--- src/rtl/multicycle_ctrl.sv ---
// Multicycle control FSM: decodes the instruction, resolves branches on alu_zero,
// and sequences the PC, IR, register-file and data-memory strobes.
module multicycle_ctrl #(
  parameter int COUNT_W      = 32,
  parameter int MEM_WAIT_MAX = 16
) (
  input  logic               clk,
  input  logic               rst,
  input  logic [31:0]        instr,
  input  logic               alu_zero,
  input  logic               dmem_ready,
  output logic [3:0]         alu_ctrl,
  output logic [4:0]         shamt,
  output logic               alu_src_b,
  output logic               reg_dst,
  output logic               ir_we,
  output logic               pc_we,
  output logic [1:0]         pc_src,
  output logic               reg_we,
  output logic               mem_to_reg,
  output logic               dmem_req,
  output logic               dmem_we,
  output logic               halted,
  output logic               fault,
  output logic [COUNT_W-1:0] instr_count
);

  localparam int WW = $clog2(MEM_WAIT_MAX + 1);

  typedef enum logic [2:0] {
    S_RST, S_FETCH, S_DECODE, S_EXEC, S_MEM, S_WB, S_HALT
  } state_t;

  typedef enum logic [2:0] {
    C_ALU, C_IMM, C_LW, C_SW, C_BR, C_J, C_HLT, C_ILL
  } cls_t;

  state_t             state_q, state_d;
  cls_t               cls_q, cls_d, dec_cls;
  logic [3:0]         alu_q, alu_d, dec_alu;
  logic [4:0]         shamt_q, shamt_d;
  logic               srcb_q, srcb_d;
  logic               rdst_q, rdst_d;
  logic               fault_q, fault_d;
  logic [WW-1:0]      wait_q, wait_d;
  logic [COUNT_W-1:0] cnt_q, cnt_d;

  logic [5:0] op, fn;
  logic       unused_bits;

  assign op          = instr[31:26];
  assign fn          = instr[5:0];
  assign unused_bits = ^instr[25:11];

  always_comb begin
    dec_cls = C_ILL;
    dec_alu = 4'd0;
    unique case (op)
      6'h00: begin
        dec_cls = C_ALU;
        unique case (fn)
          6'h20:   dec_alu = 4'd0;
          6'h22:   dec_alu = 4'd1;
          6'h24:   dec_alu = 4'd2;
          6'h25:   dec_alu = 4'd3;
          6'h00:   dec_alu = 4'd4;
          6'h02:   dec_alu = 4'd5;
          6'h2A:   dec_alu = 4'd6;
          default: dec_cls = C_ILL;
        endcase
      end
      6'h08:   begin dec_cls = C_IMM; dec_alu = 4'd0;  end
      6'h0C:   begin dec_cls = C_IMM; dec_alu = 4'd2;  end
      6'h0D:   begin dec_cls = C_IMM; dec_alu = 4'd3;  end
      6'h23:   begin dec_cls = C_LW;  dec_alu = 4'd0;  end
      6'h2B:   begin dec_cls = C_SW;  dec_alu = 4'd0;  end
      6'h04:   begin dec_cls = C_BR;  dec_alu = 4'd7;  end
      6'h05:   begin dec_cls = C_BR;  dec_alu = 4'd8;  end
      6'h06:   begin dec_cls = C_BR;  dec_alu = 4'd9;  end
      6'h07:   begin dec_cls = C_BR;  dec_alu = 4'd10; end
      6'h09:   begin dec_cls = C_BR;  dec_alu = 4'd11; end
      6'h0A:   begin dec_cls = C_BR;  dec_alu = 4'd12; end
      6'h02:   dec_cls = C_J;
      6'h3F:   dec_cls = C_HLT;
      default: dec_cls = C_ILL;
    endcase
  end

  always_comb begin
    state_d    = state_q;
    cls_d      = cls_q;
    alu_d      = alu_q;
    shamt_d    = shamt_q;
    srcb_d     = srcb_q;
    rdst_d     = rdst_q;
    fault_d    = fault_q;
    wait_d     = '0;
    cnt_d      = cnt_q;
    ir_we      = 1'b0;
    pc_we      = 1'b0;
    pc_src     = 2'b00;
    reg_we     = 1'b0;
    mem_to_reg = 1'b0;
    dmem_req   = 1'b0;
    dmem_we    = 1'b0;
    unique case (state_q)
      S_RST: state_d = S_FETCH;
      S_FETCH: begin
        ir_we   = 1'b1;
        pc_we   = 1'b1;
        state_d = S_DECODE;
      end
      S_DECODE: begin
        cls_d   = dec_cls;
        alu_d   = dec_alu;
        shamt_d = instr[10:6];
        rdst_d  = (op == 6'h00);
        srcb_d  = (dec_cls == C_IMM) || (dec_cls == C_LW) ||
                  (dec_cls == C_SW);
        unique case (dec_cls)
          C_J: begin
            pc_we   = 1'b1;
            pc_src  = 2'b10;
            cnt_d   = cnt_q + 1'b1;
            state_d = S_FETCH;
          end
          C_HLT: begin
            cnt_d   = cnt_q + 1'b1;
            state_d = S_HALT;
          end
          C_ILL: begin
            fault_d = 1'b1;
            state_d = S_HALT;
          end
          default: state_d = S_EXEC;
        endcase
      end
      S_EXEC: begin
        unique case (cls_q)
          C_BR: begin
            pc_src  = 2'b01;
            pc_we   = alu_zero;
            cnt_d   = cnt_q + 1'b1;
            state_d = S_FETCH;
          end
          C_LW, C_SW: state_d = S_MEM;
          default:    state_d = S_WB;
        endcase
      end
      S_MEM: begin
        dmem_req = 1'b1;
        dmem_we  = (cls_q == C_SW);
        wait_d   = wait_q + 1'b1;
        // A ready on the final allowed cycle still completes the access.
        if (dmem_ready) begin
          wait_d = '0;
          if (cls_q == C_LW) begin
            state_d = S_WB;
          end else begin
            cnt_d   = cnt_q + 1'b1;
            state_d = S_FETCH;
          end
        end else if (wait_q == WW'(MEM_WAIT_MAX - 1)) begin
          fault_d = 1'b1;
          state_d = S_HALT;
        end
      end
      S_WB: begin
        reg_we     = 1'b1;
        mem_to_reg = (cls_q == C_LW);
        cnt_d      = cnt_q + 1'b1;
        state_d    = S_FETCH;
      end
      S_HALT:  state_d = S_HALT;
      default: state_d = S_RST;
    endcase
  end

  always_ff @(posedge clk or posedge rst) begin
    if (rst) begin
      state_q <= S_RST;
      cls_q   <= C_ALU;
      alu_q   <= '0;
      shamt_q <= '0;
      srcb_q  <= 1'b0;
      rdst_q  <= 1'b0;
      fault_q <= 1'b0;
      wait_q  <= '0;
      cnt_q   <= '0;
    end else begin
      state_q <= state_d;
      cls_q   <= cls_d;
      alu_q   <= alu_d;
      shamt_q <= shamt_d;
      srcb_q  <= srcb_d;
      rdst_q  <= rdst_d;
      fault_q <= fault_d;
      wait_q  <= wait_d;
      cnt_q   <= cnt_d;
    end
  end

  assign alu_ctrl    = alu_q;
  assign shamt       = shamt_q;
  assign alu_src_b   = srcb_q;
  assign reg_dst     = rdst_q;
  assign halted      = (state_q == S_HALT);
  assign fault       = fault_q;
  assign instr_count = cnt_q;

endmodule

--- config.mk ---
export PLATFORM = sky130hd
export DESIGN_NAME = multicycle_ctrl
export DESIGN_NICKNAME = d
export VERILOG_FILES = /design/src/rtl/multicycle_ctrl.sv
export SDC_FILE = /design/constraint.sdc
export NUM_CORES = 1
export LEC_CHECK = 0
export ABC_AREA = 1
export BUFFER_PORTS_ARGS = -buffer_cell sky130_fd_sc_hd__buf_2
export CORE_MARGIN = 2
export CORE_UTILIZATION = 53
export DETAILED_ROUTE_END_ITERATION = 12
export MAX_ROUTING_LAYER = met4
export PLACE_DENSITY = 0.8
export SLEW_MARGIN = 30
export SYNTH_ARGS = -nofsm -noshare
export SYNTH_HDL_FRONTEND = slang
export SYNTH_SLANG_ARGS = --single-unit
--- constraint.sdc ---
create_clock -name clk -period 1.95 [get_ports clk]
set_input_delay 0.0975 -clock clk [delete_from_list [all_inputs] [get_ports clk]]
set_output_delay 0.0975 -clock clk [all_outputs]
set_load 0.02 [all_outputs]
==> Word level (Yosys, flattened, before mapping) <==
Index checks and enable logic that the tools add are counted.
{ "classes": {"eq_ne": 43, "add_sub_neg": 2, "reduce_logical": 16, "mux": 32, "bitwise_logic": 0, "n_div": 0, "shift": 0, "order_cmp": 0, "n_mul": 0} }
{ "op_table": {"columns": ["op", "count"], "rows": [
  ["two-way mux 32 bit", 4],
  ["one-hot mux 32 bit (4 select lines)", 1],
  ["== test 6 bit, second input constant", 8],
  ["one-hot mux 3 bit (6 select lines)", 2],
  ["one-hot mux 4 bit (9 select lines)", 1],
  ["adder 32 x 1 -> 32 bit, second input constant", 1],
  ["== test 6 x 4 -> 1 bit, second input constant", 5],
  ["== test 6 x 3 -> 1 bit, second input constant", 4],
  ["== test 3 bit, second input constant", 7],
  ["one-hot mux 3 bit (7 select lines)", 1],
  ["== test 3 x 2 -> 1 bit, second input constant", 6],
  ["!= test 2 bit, second input constant", 7],
  ["== test 6 x 2 -> 1 bit, second input constant", 2],
  ["zero test 6 bit", 2],
  ["two-way mux 3 bit", 4],
  ["one-hot mux 3 bit (2 select lines)", 2],
  ["two-way mux 1 bit", 11],
  ["two-way mux 5 bit", 2],
  ["OR reduction 2 bit", 4],
  ["OR reduction 7 bit", 1],
  ["== test 3 x 1 -> 1 bit, second input constant", 2],
  ["OR reduction 6 bit", 1],
  ["adder 5 x 1 -> 5 bit, second input constant", 1],
  ["== test 5 x 4 -> 1 bit, second input constant", 1],
  ["other kinds (12)", 13]
]} }
{ "totals": {"reg_bits": 55, "input_bits": 36, "ram_bits": 0, "latchBits": 0, "word_cells": 102, "memories": 0, "mem_bits_ro": 0, "output_inout_bits": 53} }

==> Depth between registers and ports, before layout <==
Gate-level depths: netlist of the first run.
{ "logic_depth": {"depth_word": 8, "ltp_mapped": 12} }

==> Worst setup path after synthesis of the first run <==
Ideal clock, no wire load.
{ "synth_path": {"kind": "flip-flop to flip-flop", "start": "reg cnt_q[0] (netlist: instr_count[0])", "end": "reg cnt_q[18] (netlist: instr_count[18])", "n_path_buf": 0, "stages_incl_launch_ff": 9, "path_slack_ns": 0.242, "synth_period_minus_slack_ns": 1.708, "arrival_time_ns": 1.628, "setup_time_ns": 0.080, "cell_sequence": "dfrtp_1 -> ha_1 -> inv_2 -> nor2_1 -> nand2_1 -> nor3_2 -> nand4_1 -> nor2_4 -> xor2_1"} }
{ "synth_between": {"elab_chain_cells": 4, "word_cells_on_any_way": 6} }
{ "synth_rtl": {"columns": ["item", "line_no", "text"], "rows": [
  ["from (decl)", "46", "logic [COUNT_W-1:0] cnt_q, cnt_d;"],
  ["from (signal assigned)", "199", "cnt_q <= cnt_d;"],
  ["adder 32 x 1 -> 32 bit *", null, null],
  ["two-way mux 32 bit", "157", "if (cls_q == C_LW) begin"],
  ["two-way mux 32 bit", "155", "if (dmem_ready) begin"],
  ["one-hot mux 32 bit (4 select lines) *", "106", "unique case (state_q)"]
]} }
Every way passes the cells marked *; elsewhere a longest branch is shown, timed or not. The select of a mux whose other input is x is not followed.
A chain may end at the register's enable or synchronous reset.

==> Final worst setup path of the first run <==
{ "layout_path": {"start": "reg state_q[2]", "end": "out pc_we"} }
{ "layout_between": {"elab_chain_cells": 2, "word_cells_on_any_way": 4} }
{ "layout_rtl": {"columns": ["item", "line_no", "text"], "rows": [
  ["from (decl)", "38", "state_t state_q, state_d;"],
  ["from (signal assigned)", "191", "state_q <= state_d;"],
  ["== test 3 x 2 -> 1 bit or == test 3 x 1 -> 1 bit (tied branches)", "106", null],
  ["one-hot mux 1 bit (3 select lines) *", "106", null],
  ["to (decl)", "17", "output logic pc_we,"]
]} }
Every way passes the cells marked *; elsewhere a longest branch is shown, timed or not.

==> results.yml, run 1 <==
power_and_ir_drop:
  p_leak_nw: 2.21
  swShare_pct: 45.1
  power.density_mw_per_mm2: 1050
  clkPwrFrac_pct: 16.7
  p_sw_mw: 1.92
  internal-power_mw: 2.34
  power_mw: 4.26
  p_seq_share_pct: 37.7
  peakVddDrop_v: 0.000756
  combPwrFrac_pct: 45.6
die:
  initial_core_util_pct: 54.3
  fp.coreArea_mm2: 0.00631
  design.portCount: 89
  fp.dieW_um: 84.4
  num_rows: 29
  dieHeight_um: 84.4
  die_area_mm2: 0.00713
worst_setup_path:
  cp_slowest_cell: "dfrtp_1"
  crit_fanout: 17
  endpoint_kind: "output pin"
  cp.required_ns: 1.85
  start_kind: "flip-flop"
  crit_type: "flip-flop to output pin"
  crit_family: "flip-flops"
  max_stage_delay_ns: 0.46
  arrival_ns: 1.70
  crit_buf_inv: 2
  crit_chain: "nor3_4 > buf_4 > nand2_1 > nor2_1 > a311o_1 > buf_2"
yosys:
  synthCells: 483
  synth_warnings: 0
  ys_seq_area_share_pct: 40.1
  ys_ff_latch: 55
  ys_types: 37
  syn_nets: 523
  syn_area_mm2: 0.00343
  synth_area_per_cell_um2: 7.10
global_route:
  grt_pass1_vias: 3138
  grt_pass1_wl_mm: 14.3
  gr-total-overflow: 0
  antenna_found_initial: 0
  grt_use_total_pct: 25.3
  grt_max_degree: 30
place:
  dpl.hpwl_mm: 6.44
  port_buffers: 73
  routabilityCongestion: 0.950
timing:
  holdWs_ns: 0.0803
  finalSetupViolCount: 0
  hold_violations: 0
  period_minus_slack_ns: 1.80
  clock.fmax_mhz: 556
  drv_slew: 0
  skew_ns: 0.00734
  tns_ns: 0
  finalCritPeriodShare_pct: 92.2
  worst_pin_slew_ns: 0.622
  rsz0062_at_grt: "no"
  slew-limit-headroom_pct: 58.5
detailed_routing:
  drtAntennaViolNets: 0
  num_vias: 3400
  wirelength_mm: 8.45
  firstDrtPassIters: 5
  wire_per_inst_um: 13.1
  drcViolationCount: 0
  drt-vias-per-instance: 5.27
  drt_iter0_drc: 195
final_layout:
  areaGrowthSynthToFinish_pct: 18.5
  post_route_cells_drive_above_1_share_pct: 19.4
  final_cell_mix: "168 x nand2_1, 75 x nor2_1, 73 x buf_2, 55 x dfrtp_1, 41 x inv_1"
  num-fill-cells: 569
  regArea_mm2: 0.00138
  layout_commonest_cell: "nand2_1"
  multi_input_area_mm2: 0.00182
  nets: 607
  antennaDiodeCount: 0
run_status:
  status: "finished clean"
clock_network:
  clock_latency_ns: 0.31
  numCtsBuffers: 5
  cts_buffer_depth: 2
  cts_max_level: 2
  clockRootBuffer: "clkbuf_8"
  cts.reportedPaths.clkPinSlew_ns: 0.09
  cts_tree: "yes"
  cts.sinks: 55
run:
  maxCapViolations: 0
hold_path:
  hold_path_class: "primary input to flip-flop"
tightest hold or removal path, delay by kind of cell:
family,cells,cell delay [ns]
and+or+nand+nor,2,0.10
buffers and inverters,2,0.16
per-layer routing:
layer / track usage [%] / wire (um)
met3: 4.92 / 513
met1: 35.1 / 3950
met5: - / 0
met4: 6.06 / 120
met2: 38.6 / 3860
power groups by stage:
stage          logic [mW]  registers (mW)  clock network, mW
4_1_cts              1.96            1.60              0.724
3_3_place_gp         1.90            1.61                  0
2_1_floorplan        1.26            1.80                  0
5_1_grt              2.16            1.64              0.775
6_report             1.94            1.61              0.709
3_5_place_dp         1.94            1.62                  0
path summary, 6_finish.rpt:
check                                from              end  slack, ns  depth (start not counted)
setup reg to reg           instr_count[0]  instr_count[18]       0.17                          8
max in group asynchronous             rst        wait_q[4]       0.97                          4
hold reg to reg                 wait_q[0]        wait_q[0]       0.46                          1
hold / removal                 dmem_ready        wait_q[1]       0.08                          4
min in group asynchronous             rst         shamt[0]       0.40                          3
setup / recovery               state_q[2]            pc_we       0.15                          6
Yosys cell counts:
cell	count	share of area (%)
nor3_2	1	0.29
inv_2	6	0.66
nor2_4	6	2.0
a31oi_1	1	0.18
nand2_2	2	0.36
a21o_1	1	0.22
xnor2_1	4	1.0
nor3_4	1	0.47
ha_1	4	1.5
nor2_1	75	8.2
buf_12	1	0.58
buf_4	1	0.22
nand4_1	13	2.4
inv_1	42	4.6
o21ai_0	14	2.0
a311o_1	1	0.29
nor3_1	14	2.0
o211ai_1	1	0.22
nor2_2	5	0.91
nand3_1	22	3.2
clkbuf_1	2	0.22
o21ai_2	1	0.26
buf_2	1	0.15
nand3b_1	5	1.1
nand3_2	1	0.29
and2_1	1	0.18
o32a_1	1	0.29
xor2_2	1	0.47
nand2_1	168	18
clkinv_1	1	0.11
and3_1	1	0.18
a21oi_1	7	1.0
buf_6	1	0.33
nor4_1	1	0.18
o21bai_1	1	0.22
xor2_1	20	5.1
dfrtp_1	55	40
cells by family (layout without fill, tap and decap cells):
group | Yosys count | in the layout | synth area share [%]
simple gates | 316 | 316 | 40.2
compound gates | 28 | 28 | 4.74
buf+inv | 55 | 140 | 6.86
flops | 55 | 55 | 40.1
xor+xnor | 25 | 25 | 6.61
fa+ha+maj | 4 | 4 | 1.46
area by class of cell:
type,instances,share of cell area (%)
Clock buffer,7,2.37
Clock inverter,1,0.185
Inverter,49,4.53
Multi-Input combinational cell,373,44.9
Sequential cell,55,33.9
Tap cell,77,2.37
Timing Repair Buffer,83,11.8
registers in the layout, summed over array words and instances, names as in the netlist:
register and cells:
instr_count 32, shamt 5, wait_q 5, alu_ctrl 4
cls_q 3, state_q 3, alu_src_b 1, fault 1
reg_dst 1
through the flow:
stage | instances | util [%] | setup slack (ns) | instance area, um^2
detailed placement | 631 | 61.7 | 0.173 | 3890
finish | 645 | 64.4 | 0.152 | 4060
floorplan | 483 | - | 0.242 | 3430
global route | 645 | 64.4 | 0.0242 | 4060
global placement | 631 | 61.7 | 0.248 | 3890
CTS | 645 | 64.3 | 0.155 | 4060
what timing repair did:
action,in CTS,in global routing
setup buffers,0,0
hold endpoints to repair,31,0
endpoints found under the setup margin,0,1
gates resized for setup,0,1
hold buffers,6,0
Note: power is estimated with default switching activity, not from simulation.
==> run 2, diff against run 1 <==
--- a/config.mk
+++ b/config.mk
@@ -8,4 +8,5 @@
 export ABC_AREA = 1
 export BUFFER_PORTS_ARGS = -buffer_cell sky130_fd_sc_hd__buf_2
+export CORE_ASPECT_RATIO = 1.5
 export CORE_MARGIN = 2
 export CORE_UTILIZATION = 53
==> constraint.sdc (replaced) <==
create_clock -name clk -period 1.95 [get_ports clk]
set_input_delay 0.585 -clock clk [delete_from_list [all_inputs] [get_ports clk]]
set_output_delay 0.585 -clock clk [all_outputs]
set_load 0.02 [all_outputs]
==> run 2 against run 1 <==
Against the previous run: clock power is 1% lower; largest cell class unchanged; routed wire length is 2.5% higher; sequential power hardly changed; the flow now finishes with violations (negative setup slack); maximum frequency is 15% lower.
==> results.yml, run 2 (same netlist as run 1, synthesis figures left out) <==
clock_network:
  cts.sinks: 55
  cts.reportedPaths.clkPinSlew_ns: 0.11
  cts_tree: "yes"
  cts_hold_buf: 0
  cts_buffer_depth: 2
  clockRootBuffer: "clkbuf_8"
  numCtsBuffers: 5
  clock_latency_ns: 0.31
  cts_max_level: 2
global_route:
  grt_use_total_pct: 25.6
  gr-total-overflow: 0
  antenna_found_initial: 0
  grt_pass1_vias: 3375
  grt_pass1_wl_mm: 14.4
  grt_max_degree: 27
worst_setup_path:
  crit_type: "flip-flop to output pin"
  arrival_ns: 1.52
  crit_start: "state_q[1]"
  start_kind: "flip-flop"
  endpoint_kind: "output pin"
  rr_startpoint: "instr_count[0]"
  cp.required_ns: 1.36
  crit_fanout: 6
final_layout:
  regArea_mm2: 0.00138
  final_cell_mix: "167 x nand2_1, 72 x nor2_1, 69 x buf_2, 52 x dfrtp_1, 40 x inv_1"
  multi_input_area_mm2: 0.00187
  num-fill-cells: 526
  nets: 621
  largest_reg_flops: 32
  layout_commonest_cell: "nand2_1"
  antennaDiodeCount: 0
  areaGrowthSynthToFinish_pct: 23.7
  post_route_cells_drive_above_1_share_pct: 24.4
power_and_ir_drop:
  power.density_mw_per_mm2: 1090
  p_leak_nw: 2.29
  power_mw: 4.63
  peakVddDrop_v: 0.000557
timing:
  drv_slew: 0
  clock.fmax_mhz: 475
  period_minus_slack_ns: 2.10
  skew_ns: 0.0130
  finalSetupViolCount: 5
  holdWs_ns: 0.291
  fin_ws_ns: -0.154
  finalCritPeriodShare_pct: 108
  hold_violations: 0
  slew-limit-headroom_pct: 65.8
  rsz0062_at_grt: "yes"
  worst_pin_slew_ns: 0.513
detailed_routing:
  drcViolationCount: 0
  wire_per_inst_um: 13.2
  drt-vias-per-instance: 5.27
  num_vias: 3459
  drt_iter0_drc: 243
  drtAntennaViolNets: 0
  firstDrtPassIters: 4
  wirelength_mm: 8.66
die:
  design.portCount: 89
  num_rows: 35
  fp.coreArea_mm2: 0.00622
  dieHeight_um: 103
  die_area_mm2: 0.00714
  initial_core_util_pct: 55.1
  fp.dieW_um: 69.7
run_status:
  status: "finished with violations"
  violations: "negative setup slack"
place:
  dpl.hpwl_mm: 6.67
  port_buffers: 73
  routabilityCongestion: 0.918
run:
  maxCapViolations: 0
hold_path:
  hold_path_class: "primary input to asynchronous set/reset pin"
[run 2: changes by cell type in the layout (fill, tap and decap cells not counted), sizes merged]
cell         delta
buf            +20
dlygate4sd3     -6
[run 2: final timing paths]
kind / to / slack, ns / cells past startpoint
max: pc_we / -0.15 / 3
min reg2reg: wait_q[0] / 0.47 / 1
max in group asynchronous: instr_count[26] / 1.13 / 3
max reg2reg: instr_count[18] / 0.09 / 8
min: instr_count[11] / 0.29 / 2
min in group clk: wait_q[0] / 0.47 / 1
[run 2: repair_timing]
item | 4_1_cts | 5_1_grt
setup buffers | 3 | 3
pin swaps | 1 | 1
gates cloned | 0 | 0
setup endpoints to repair | 7 | 9
gates resized for setup | 15 | 8
[run 2: cell type report]
type | count | area share (%)
Inverter | 49 | 4.45
Clock inverter | 1 | 0.177
Timing Repair Buffer | 97 | 14.2
Sequential cell | 55 | 32.5
Clock buffer | 7 | 2.27
Tap cell | 74 | 2.18
Multi-Input combinational cell | 373 | 44.1
[run 2: report_power, final]
part / total (mW) / internal (mW) / switching, mW
clock: 0.702 / 0.324 / 0.378
sequential: 1.63 / 1.39 / 0.234
combinational: 2.30 / 0.854 / 1.45
[run 2: per-layer routing]
layer | part of all wire [%] | track usage (%) | up-vias
met5 | 0 | - | -
met4 | 3.5 | 13.5 | 0
met2 | 55 | 48.1 | 118
li1 | - | - | 1712
met3 | 4.2 | 2.64 | 27
met1 | 37 | 26.5 | 1602
[run 2: per-stage QoR]
stage / instances / util, % / setup WS [ns] / setup TNS (ns) / instance area, um^2
final: 656 / 68.2 / -0.154 / -0.429 / 4240
after global routing: 656 / 68.2 / -0.186 / -0.691 / 4240
after CTS: 653 / 67.3 / -0.147 / -0.447 / 4190
after detailed placement: 642 / 64.6 / -0.0157 / -0.0157 / 4020
after global placement: 642 / 64.6 / -0.0115 / -0.0115 / 4020
after floorplan: 483 / - / -0.0494 / -0.0798 / 3440
[run 2: worst max-delay path, cell delays in order, from the launching register on]
cell	delay, ns
dfrtp_2	0.49
nor3_1	0.39
a311o_1	0.21
buf_6	0.13
==> run 3, diff against run 2 <==
ABC_AREA = not set   (was 1)
CAP_MARGIN = 5   (was not set)
PLACE_DENSITY = 0.81   (was 0.8)
==> run 3 against run 2 <==
Against the previous run: the flow still finishes with violations (negative setup slack); sequential cell count did not move; die area fell by 5.0%; combinational power rose by 42%; synthesized area fell by 5.3%; clock power rose by 30%; cell count fell by 17%; critical path type unchanged; critical endpoint unchanged; largest cell class unchanged; largest power group unchanged.
==> results.yml, run 3 <==
yosys:
  yosysMostFrequentCell: "dfrtp_1"
  ys_types: 53
  synthCells: 335
  synth_area_leaders: "dfrtp_1 42%, xor2_1 6.5%, nor3_2 6.2%, nand2_1 5.3%, nor2_1 3.2%"
  syn_area_mm2: 0.00325
  syn_nets: 375
  ys_ff_latch: 55
  ys_seq_area_share_pct: 42.4
  synthFlopType: "dfrtp_1"
  async_reset_ff_share_pct: 100
  synth_commonest_cells: "55 x dfrtp_1, 46 x nand2_1, 28 x nor2_1, 24 x xor2_1, 20 x nor3_2"
  yosysTopAreaCell: "dfrtp_1"
  synth_area_per_cell_um2: 9.69
  synth_warnings: 0
  yosys.area.top_type_share_pct: 42.4
  synth-edff-count: 0
timing:
  finalCritPeriodShare_pct: 113
  fin_ws_ns: -0.249
  clock.fmax_mhz: 455
  worst_pin_slew_ns: 0.686
  drv_slew: 0
  holdWs_ns: 0.292
  finalSetupViolCount: 40
  hold_violations: 0
  skew_ns: 0.0157
  slew-limit-headroom_pct: 54.1
  period_minus_slack_ns: 2.20
  tns_ns: -6.49
  rsz0062_at_grt: "yes"
worst_setup_path:
  crit_type: "flip-flop to output pin"
  endpoint_kind: "output pin"
  start_kind: "flip-flop"
  cp.required_ns: 1.36
  crit_fanout: 4
  cp_slowest_cell: "dfrtp_1"
  r2r_setup_slack_ns: -0.25
  max_stage_delay_ns: 0.47
  arrival_ns: 1.61
  crit_chain: "buf_6 > nand2b_4 > nor2_4 > nand2_2 > nor2_4 > a311o_1 > buf_6"
power_and_ir_drop:
  peakVddDrop_v: 0.00124
  combPwrFrac_pct: 56.6
  p_sw_mw: 2.42
  clkPwrFrac_pct: 15.8
  p_leak_nw: 2.62
  p_seq_share_pct: 27.7
  power_mw: 5.77
  internal-power_mw: 3.35
  power.density_mw_per_mm2: 1200
  swShare_pct: 42.0
final_layout:
  layout_commonest_cell: "buf_2"
  multi_input_area_mm2: 0.00204
  largest_reg_flops: 32
  final_cell_mix: "61 x buf_2, 57 x buf_4, 52 x dfrtp_1, 42 x nand2_1, 24 x xor2_1"
  nets: 510
  regArea_mm2: 0.00138
  num-fill-cells: 338
  post_route_cells_drive_above_1_share_pct: 46.1
  antennaDiodeCount: 0
  areaGrowthSynthToFinish_pct: 48.0
  postLayoutCellArea_mm2: 0.00480
place:
  dpl.hpwl_mm: 5.83
  routabilityCongestion: 0.880
  dp_slack_ns: -0.232
  port_buffers: 73
  postPlaceCellArea_mm2: 0.00404
detailed_routing:
  drt-vias-per-instance: 5.84
  drcViolationCount: 0
  num_vias: 3173
  drt_iter0_drc: 297
  firstDrtPassIters: 5
  wirelength_mm: 10.5
  drtAntennaViolNets: 0
  wire_per_inst_um: 19.3
die:
  die_area_mm2: 0.00678
  design.portCount: 89
  num_rows: 34
  fp.coreArea_mm2: 0.00587
  initial_core_util_pct: 55.3
  dieHeight_um: 99.9
  fp.dieW_um: 67.9
global_route:
  grt_pass1_vias: 3025
  grt_use_total_pct: 27.3
  antenna_found_initial: 0
  grt_max_degree: 56
  grt_pass1_wl_mm: 13.8
  gr-total-overflow: 0
clock_network:
  cts_max_level: 2
  cts.reportedPaths.clkPinSlew_ns: 0.11
  numCtsBuffers: 5
  clockRootBuffer: "clkbuf_8"
  cts_buffer_depth: 2
  cts_hold_buf: 0
  clock_latency_ns: 0.32
  cts_tree: "yes"
  cts.sinks: 55
run:
  maxCapViolations: 0
run_status:
  violations: "negative setup slack"
  status: "finished with violations"
hold_path:
  hold_path_class: "primary input to asynchronous set/reset pin"
[run 3: worst paths after layout]
path / depth (start not counted) / startpoint / endpoint
setup / recovery: 7 / state_q[1] / pc_we
hold / removal: 3 / rst / instr_count[31]
setup reg to reg: 11 / state_q[2] / instr_count[17]
hold reg to reg: 1 / instr_count[31] / instr_count[31]
max in group asynchronous: 3 / rst / cls_q[0]
min in group clk: 3 / instr[7] / shamt[1]
[run 3: cells by family (layout without fill, tap and decap cells)]
group / count (synthesis) / after routing / synth area share [%]
and+or+nand+nor: 164 / 164 / 30.8
DFF: 55 / 55 / 42.4
AOI/OAI and AO/OA: 50 / 50 / 11.2
xor gates and xnor gates: 33 / 33 / 8.90
buffers and inverters: 28 / 164 / 4.78
adders and majority gates: 4 / 4 / 1.54
muxes: 1 / 1 / 0.347
[run 3: cell type report]
cell class	instances	share of cell area, %
multi-input cells	252	42.4
flip-flops and latches	55	28.7
repair buffers	145	23.3
well taps	72	1.87
clock buffers	5	1.43
clock inverters	3	1.41
inverters	11	0.859
[run 3: power by group through the flow]
stage	Sequential (mW)	Combinational, mW	Clock, mW
final	1.60	3.26	0.910
after detailed placement	1.58	2.12	0
after CTS	1.55	2.44	0.912
after global placement	1.57	2.09	0
after floorplan	1.73	1.24	0
after global routing	1.63	3.42	0.964
[run 3: repair_timing]
| item | 4_1_cts | 5_1_grt |
|---|---|---|
| buffers inserted | 10 | 14 |
| gates resized for setup | 25 | 62 |
| gates cloned | 0 | 2 |
| endpoints found under the hold margin | 0 | 0 |
| pin swaps | 18 | 49 |
| endpoints found under the setup margin | 9 | 38 |
[run 3: worst max-delay path, delay by kind of cell, from the launching register on]
kind | cells | cell delay, ns
AO/OA/AOI/OAI | 1 | 0.28
buffers and inverters | 2 | 0.31
flip-flops | 1 | 0.47
AND/OR/NAND/NOR | 4 | 0.25
[run 3: per-layer routing]
metal,routed length (um),track usage [%],vias to the layer above
met3,406,3.36,35
met1,3840,30.4,1552
li1,-,-,1454
met4,420,11.2,0
met2,5790,48.0,132
met5,0,-,-
[run 3: stage by stage]
stage	util (%)	std cells
floorplan	-	335
global placement	68.7	511
detailed placement	68.7	511
CTS	74.4	529
global route	81.8	543
finish	81.8	543
